--- src/rtl/fifo_wr_ctrl_p.sv ---
// Write-side pointer controller for the dual-clock FIFO.
// Owns the binary/Gray write pointers, synchronises the read Gray pointer
// into the write domain and derives full, almost-full, fill level and a
// sticky overflow flag.
module fifo_wr_ctrl_p #(
    parameter int ADDR_WIDTH   = 3,
    parameter int SYNC_STAGES  = 2,
    parameter int AFULL_THRESH = 6
) (
    input  logic                  WR_CLK,
    input  logic                  WR_RST,
    input  logic                  WR_INC,
    input  logic                  OVF_CLR,
    input  logic [ADDR_WIDTH:0]   GRAY_RD_PTR,
    output logic                  WR_EN,
    output logic [ADDR_WIDTH-1:0] WR_ADDR,
    output logic [ADDR_WIDTH:0]   GRAY_WR_PTR,
    output logic                  WR_FULL,
    output logic                  WR_ALMOST_FULL,
    output logic [ADDR_WIDTH:0]   WR_COUNT,
    output logic                  WR_OVERFLOW
);

    localparam int AW = ADDR_WIDTH;
    localparam logic [AW:0] THRESH = (AW+1)'(AFULL_THRESH);

    logic [AW:0] wbin_q,  wbin_d;
    logic [AW:0] gray_q,  gray_d;
    logic [AW:0] count_q, count_d;
    logic        full_q,  full_d;
    logic        afull_q, afull_d;
    logic        ovf_q,   ovf_d;
    logic [AW:0] sync_q [SYNC_STAGES];
    logic [AW:0] rgray_s;
    logic [AW:0] rbin_s;

    assign rgray_s = sync_q[SYNC_STAGES-1];

    // Next-state pointer, status and overflow computation
    always_comb begin
        WR_EN   = WR_INC & ~full_q;
        wbin_d  = wbin_q + {{AW{1'b0}}, WR_EN};
        gray_d  = wbin_d ^ (wbin_d >> 1);

        rbin_s     = '0;
        rbin_s[AW] = rgray_s[AW];
        for (int unsigned i = 0; i < AW; i++) begin
            rbin_s[AW-1-i] = rbin_s[AW-i] ^ rgray_s[AW-1-i];
        end

        // Full when the next write pointer is exactly one lap ahead of the
        // synchronised read pointer: top two Gray bits inverted, rest equal.
        full_d  = (gray_d == {~rgray_s[AW:AW-1], rgray_s[AW-2:0]});
        count_d = wbin_d - rbin_s;
        afull_d = (count_d >= THRESH);
        // A rejected write sets the flag; set takes priority over clear.
        ovf_d   = (WR_INC & full_q) | (ovf_q & ~OVF_CLR);
    end

    // Pointer, status and read-pointer synchroniser registers
    always_ff @(posedge WR_CLK) begin
        if (WR_RST) begin
            wbin_q  <= '0;
            gray_q  <= '0;
            count_q <= '0;
            full_q  <= 1'b0;
            afull_q <= 1'b0;
            ovf_q   <= 1'b0;
            for (int unsigned i = 0; i < SYNC_STAGES; i++) begin
                sync_q[i] <= '0;
            end
        end else begin
            wbin_q  <= wbin_d;
            gray_q  <= gray_d;
            count_q <= count_d;
            full_q  <= full_d;
            afull_q <= afull_d;
            ovf_q   <= ovf_d;
            sync_q[0] <= GRAY_RD_PTR;
            for (int unsigned i = 1; i < SYNC_STAGES; i++) begin
                sync_q[i] <= sync_q[i-1];
            end
        end
    end

    assign WR_ADDR        = wbin_q[AW-1:0];
    assign GRAY_WR_PTR    = gray_q;
    assign WR_FULL        = full_q;
    assign WR_ALMOST_FULL = afull_q;
    assign WR_COUNT       = count_q;
    assign WR_OVERFLOW    = ovf_q;

endmodule

--- config.mk ---
export PLATFORM = sky130hd
export DESIGN_NAME = fifo_wr_ctrl_p
export DESIGN_NICKNAME = d
export VERILOG_FILES = /design/src/rtl/fifo_wr_ctrl_p.sv
export SDC_FILE = /design/constraint.sdc
export NUM_CORES = 1
export LEC_CHECK = 0
export ABC_AREA = 1
export CORE_UTILIZATION = 47
export DETAILED_ROUTE_END_ITERATION = 16
export GPL_ROUTABILITY_DRIVEN = 0
export GPL_TIMING_DRIVEN = 0
export PLACE_DENSITY = 0.76
export SYNTH_ARGS = -nofsm -noshare
export SYNTH_HDL_FRONTEND = slang
export SYNTH_SLANG_ARGS = --single-unit
--- constraint.sdc ---
create_clock -name WR_CLK -period 2.8 [get_ports WR_CLK]
set_input_delay 0.7 -clock WR_CLK [delete_from_list [all_inputs] [get_ports WR_CLK]]
set_output_delay 0.7 -clock WR_CLK [all_outputs]
set_load 0.01 [all_outputs]
# After elaboration in Yosys (flattened, before gate mapping)
# Memory sizes are Yosys's and may differ from the RTL's.
# Cells that the tools add are included.
# word_totals
reg_bits,15
mem_bits_rw,8
in_bits,8
out_inout_bits,15
wordCells,29
mem_count,1
# memory_table
name,words,word_bits,rd,rd_ports_with_merged_regs,wr,line,text
sync_q,2,4,2,0,2,33,logic [AW:0] sync_q [SYNC_STAGES];
# op_classes
n_addsub,2
n_lt_le_gt_ge,1
n_eq_ne,1
mux,5
bitwise,13
# ops
operator,n
4-bit 2-to-1 mux,2
4-bit by 1-bit adder with 4-bit output,1
4-bit == test,1
4-bit by 3-bit greater-or-equal comparator with 1-bit output (second input constant),1
4-bit subtractor,1
4-bit by 3-bit XOR with 4-bit output,1
1-bit bitwise AND,3
1-bit 2-to-1 mux,3
1-bit OR,3
1-bit XOR,3
1-bit inverter,2
2-bit inverter,1

# Logic depth before layout (Yosys ltp)
# logic_depth
ltp_word,5
mapped_depth,14
mapped_depth_nobuf,14

# Worst setup path after synthesis
# Ideal clock, no wire load.
# synth_path
path_kind,input port to flip-flop
start,input port WR_INC
end,register afull_q (netlist: WR_ALMOST_FULL)
setup_ns,0.058
arrival_time_ns,2.423
t_required_ns,2.742
path_slack_ns,0.318
cell_stages,12
cell_sequence,inv_1 > nor2_1 > ha_1 > ha_1 > inv_1 > nand2_1 > nand2_1 > ha_1 > or2_2 > a21oi_1 > nand2_1 > nand2_1
# synth_between
elab_chain_len,4
# synth_rtl
item,line,text
"start, declared",12,"input logic WR_INC,"
1-bit bitwise AND,41,WR_EN = WR_INC & ~full_q;
named net WR_EN,15,"output logic WR_EN,"
4-bit by 1-bit adder with 4-bit output,42,"wbin_d = wbin_q + {{AW{1'b0}}, WR_EN};"
named net wbin_d[2],27,"logic [AW:0] wbin_q, wbin_d;"
4-bit subtractor,54,count_d = wbin_d - rbin_s;
4-bit by 3-bit greater-or-equal comparator with 1-bit output,55,afull_d = (count_d >= THRESH);
"end signal, assigned",77,afull_q <= afull_d;
"end, declared",31,"logic afull_q, afull_d;"
# The timed path passes the listed nets, and every way through them passes these cells.
# A chain may end at the register's enable or synchronous reset.

# Worst setup path after layout
# layout_path
start,input port WR_INC
end,register afull_q (netlist: WR_ALMOST_FULL)
# layout_between
elab_chain_len,4
# layout_rtl
item,line
1-bit bitwise AND,41
4-bit by 1-bit adder with 4-bit output,42
named net wbin_d[1],27
4-bit subtractor,54
4-bit by 3-bit greater-or-equal comparator with 1-bit output,55
# The timed path passes the listed nets, and every way through them passes these cells.

==> impl_metrics.tcl <==
set metrics [dict create \
    drt-pass1-iter-count 4 \
    ys_ff_latch 22 \
    wl_um 1800 \
    worst_path_largest_cell_delay_ns 0.44 \
    path_buf_inv 3 \
    crit_path_end_kind "register" \
    vias 845 \
    ant_nets 0 \
    final_util_pct 65.9 \
    die_area_mm2 0.00226 \
    cts.sinks 22 \
    setup_viol_count_final 0 \
    vias_per_cell 4.62 \
    final_cells 183 \
    pwr-share-clk_pct 24.2 \
    power_frac_comb_pct 26.3 \
    root_buffer "clkbuf_4" \
    finalPower_w 0.000712 \
    htreeDepth 1 \
    hold_buffers 0 \
    power_density_mw_per_mm2 550 \
    status "finished, final reports clean" \
    p_leak_nw 0.595 \
    irDropWorstVdd_mv 0.344 \
    clock_path_buffers 2 \
    cp_slowest_cell "fa_1" \
    crit_type "in2reg" \
    worst_slew_margin_rel_pct 71.4 \
    crit_path_start_kind "input port" \
    drtIter0Drc 5 \
    core_area_mm2 0.00196 \
    ios 23 \
    worst_slack_ns 0.136 \
    cp_max_fo 5 \
    report.final.hold_viol_count 0 \
    ys_seq_area_share_pct 45.1 \
    dp_hpwl_um 1360 \
    synth.distinct_cells 19 \
    numCtsBuffers 3 \
    die_y_um 47.6 \
    syn_nets 144 \
    clock_skew_ns 0.00227 \
    fmax_ghz 0.375 \
    dp.cells 179 \
    placementRows 16 \
    slew_violations 0 \
    syn_inst 130 \
    track_usage_pct 17.7 \
    final_period_minus_worst_setup_slack_ns 2.66 \
    yosys_warnings 0 \
    syn_area_per_cell_um2 7.51 \
    port_buffers 22 \
    maxCapViolations 0 \
    finalNetCount 171 \
    p_int_w 0.000516 \
    remaining_drc_errors 0 \
    grt_overflow 0 \
    fin_area_mm2 0.00129 \
    synth.area.top_cells "dfxtp_1, nand2_1, inv_1" \
    r2r_slack_ns 0.58 \
    path_delay_family "adder cells" \
    p_switching_w 0.000196 \
    crit_required_ns 3.06 \
    worstMarginPinSlew_ns 0.429 \
    pre_cts_ws_ns -0.308 \
    power_frac_seq_pct 49.4 \
    drive_gt1_share_pct 8.97 \
    start_util_pct 49.7 \
    sw_frac_of_total_pct 27.5 \
    antenna_found_initial 0 \
    synth_area_um2 976 \
    rsz0062_at_grt "false" \
    finalCritPeriodShare_pct 95.1 \
    yosysTopAreaCell "dfxtp_1" \
    tritoncts "yes" \
    grt_start_max_net_pins 13 \
    diodes 0 \
    place_area_mm2 0.00123 \
    synth_top_area_share_pct 45.1 \
    die_w_um 47.6 \
    arrival_ns 2.93 \
    hold_path.class "reg2reg" \
    areaGrowthSynthToFinish_pct 32.6 \
    cp_cell_sequence "clkdlybuf4s50_1 > inv_1 > nor2_1 > ha_2 > ha_2 > inv_1 > fa_1 > or2_2 > a21oi_2 > nand2_1 > nand2_1" \
    grt_first_pass_wirelength_um 2670 \
    clk_latency_ns 0.31 \
    grt_pass1_vias 691 \
    wire_per_inst_um 9.85 \
    cts.clk_slew.worst_paths_ns 0.11 \
]
area by class of cell:
cell class              instances  area (um^2)
multi-input cells              84          472
fillers                       192          668
repair buffers                 22          220
flip-flops and latches         22          440
inverters                      22         82.6
well taps                      27         33.8
clock buffers                   4         36.3
plain buffers                   2         8.76
synthesized netlist by cell type:
cell type and n:
o21ai_0 1, a21oi_1 5, buf_2 1, and2_1 1, nand4_1 2, inv_1 22
nand3_1 9, xor2_2 1, dfxtp_1 22, or2_2 1, nor2b_1 1, buf_1 1
xor2_1 1, ha_1 5, xnor2_2 1, nor2_1 20, nand3b_1 2, fa_1 1
nand2_1 33
flip-flops by register name, summed over array words and instances, names as in the netlist:
register	count
GRAY_WR_PTR	3
WR_OVERFLOW	1
WR_FULL	1
WR_COUNT	4
WR_ALMOST_FULL	1
wbin_q	4
sync_q	8
through the flow:
stage	TNS (ns)	hold slack (ns)
after floorplan	0	0.388
after global placement	-0.579	0.389
after detailed placement	-0.794	0.395
after CTS	0	0.412
after global routing	0	0.423
final	0	0.409
worst reg2reg max path, cell delays in order (launching register included):
cell	delay [ns]
dfxtp_1	0.38
xnor2_2	0.28
xor2_2	0.22
xor2_1	0.11
ha_1	0.24
fa_1	0.38
or2_2	0.29
a21oi_2	0.15
nand2_1	0.07
nand2_1	0.06
layer usage:
layer,part of all wire [%],global-route usage (%),vias up
met1,41,19.1,375
li1,-,-,446
met5,0,0,-
met2,53,33.2,19
met3,3.3,2.26,5
met4,2.4,10.0,0
power groups by stage:
stage | registers, W | clock network [W] | logic [W]
after CTS | 0.000352 | 0.000177 | 0.000184
after detailed placement | 0.000359 | 0 | 0.000178
final | 0.000352 | 0.000173 | 0.000187
after floorplan | 0.000370 | 0 | 0.0000915
after global routing | 0.000355 | 0.000190 | 0.000210
after global placement | 0.000357 | 0 | 0.000173
what timing repair did:
action	in CTS	in global routing
buffers inserted	0	0
endpoints found under the setup margin	2	2
gates resized for setup	2	4
cells by family (layout without fill, tap and decap cells):
logic type,count (synthesis),count (layout),share of synthesized area (%)
buf+inv,24,50,9.36
fa+ha+maj,6,6,8.46
flops,22,22,45.1
compound gates,6,6,3.08
simple gates,69,69,29.7
xor+xnor,3,3,4.23
layout by cell type, fill, tap and decap left out:
cell and count:
nor2b_1 1, a21oi_1 3, ha_4 1, nor2_1 20, clkbuf_4 3, inv_1 22, xor2_1 1, o21ai_0 1
buf_2 1, nand4_1 2, fa_1 1, ha_1 2, nand3_1 9, xor2_2 1, nand3b_1 2, nand2_2 1
clkbuf_8 1, or2_2 1, xnor2_2 1, a21oi_2 2, dfxtp_1 22, and2_1 1, nand2_1 32, buf_1 1
clkdlybuf4s50_1 22, ha_2 2
final timing paths:
path	startpoint	to	cells after the start
min reg2reg	sync_q[0][3]	sync_q[0][7]	2
max reg2reg	sync_q[0][7]	WR_ALMOST_FULL	9
max	WR_INC	WR_ALMOST_FULL	11
min	sync_q[0][3]	sync_q[0][7]	2
(Power assumes the default switching activity.)
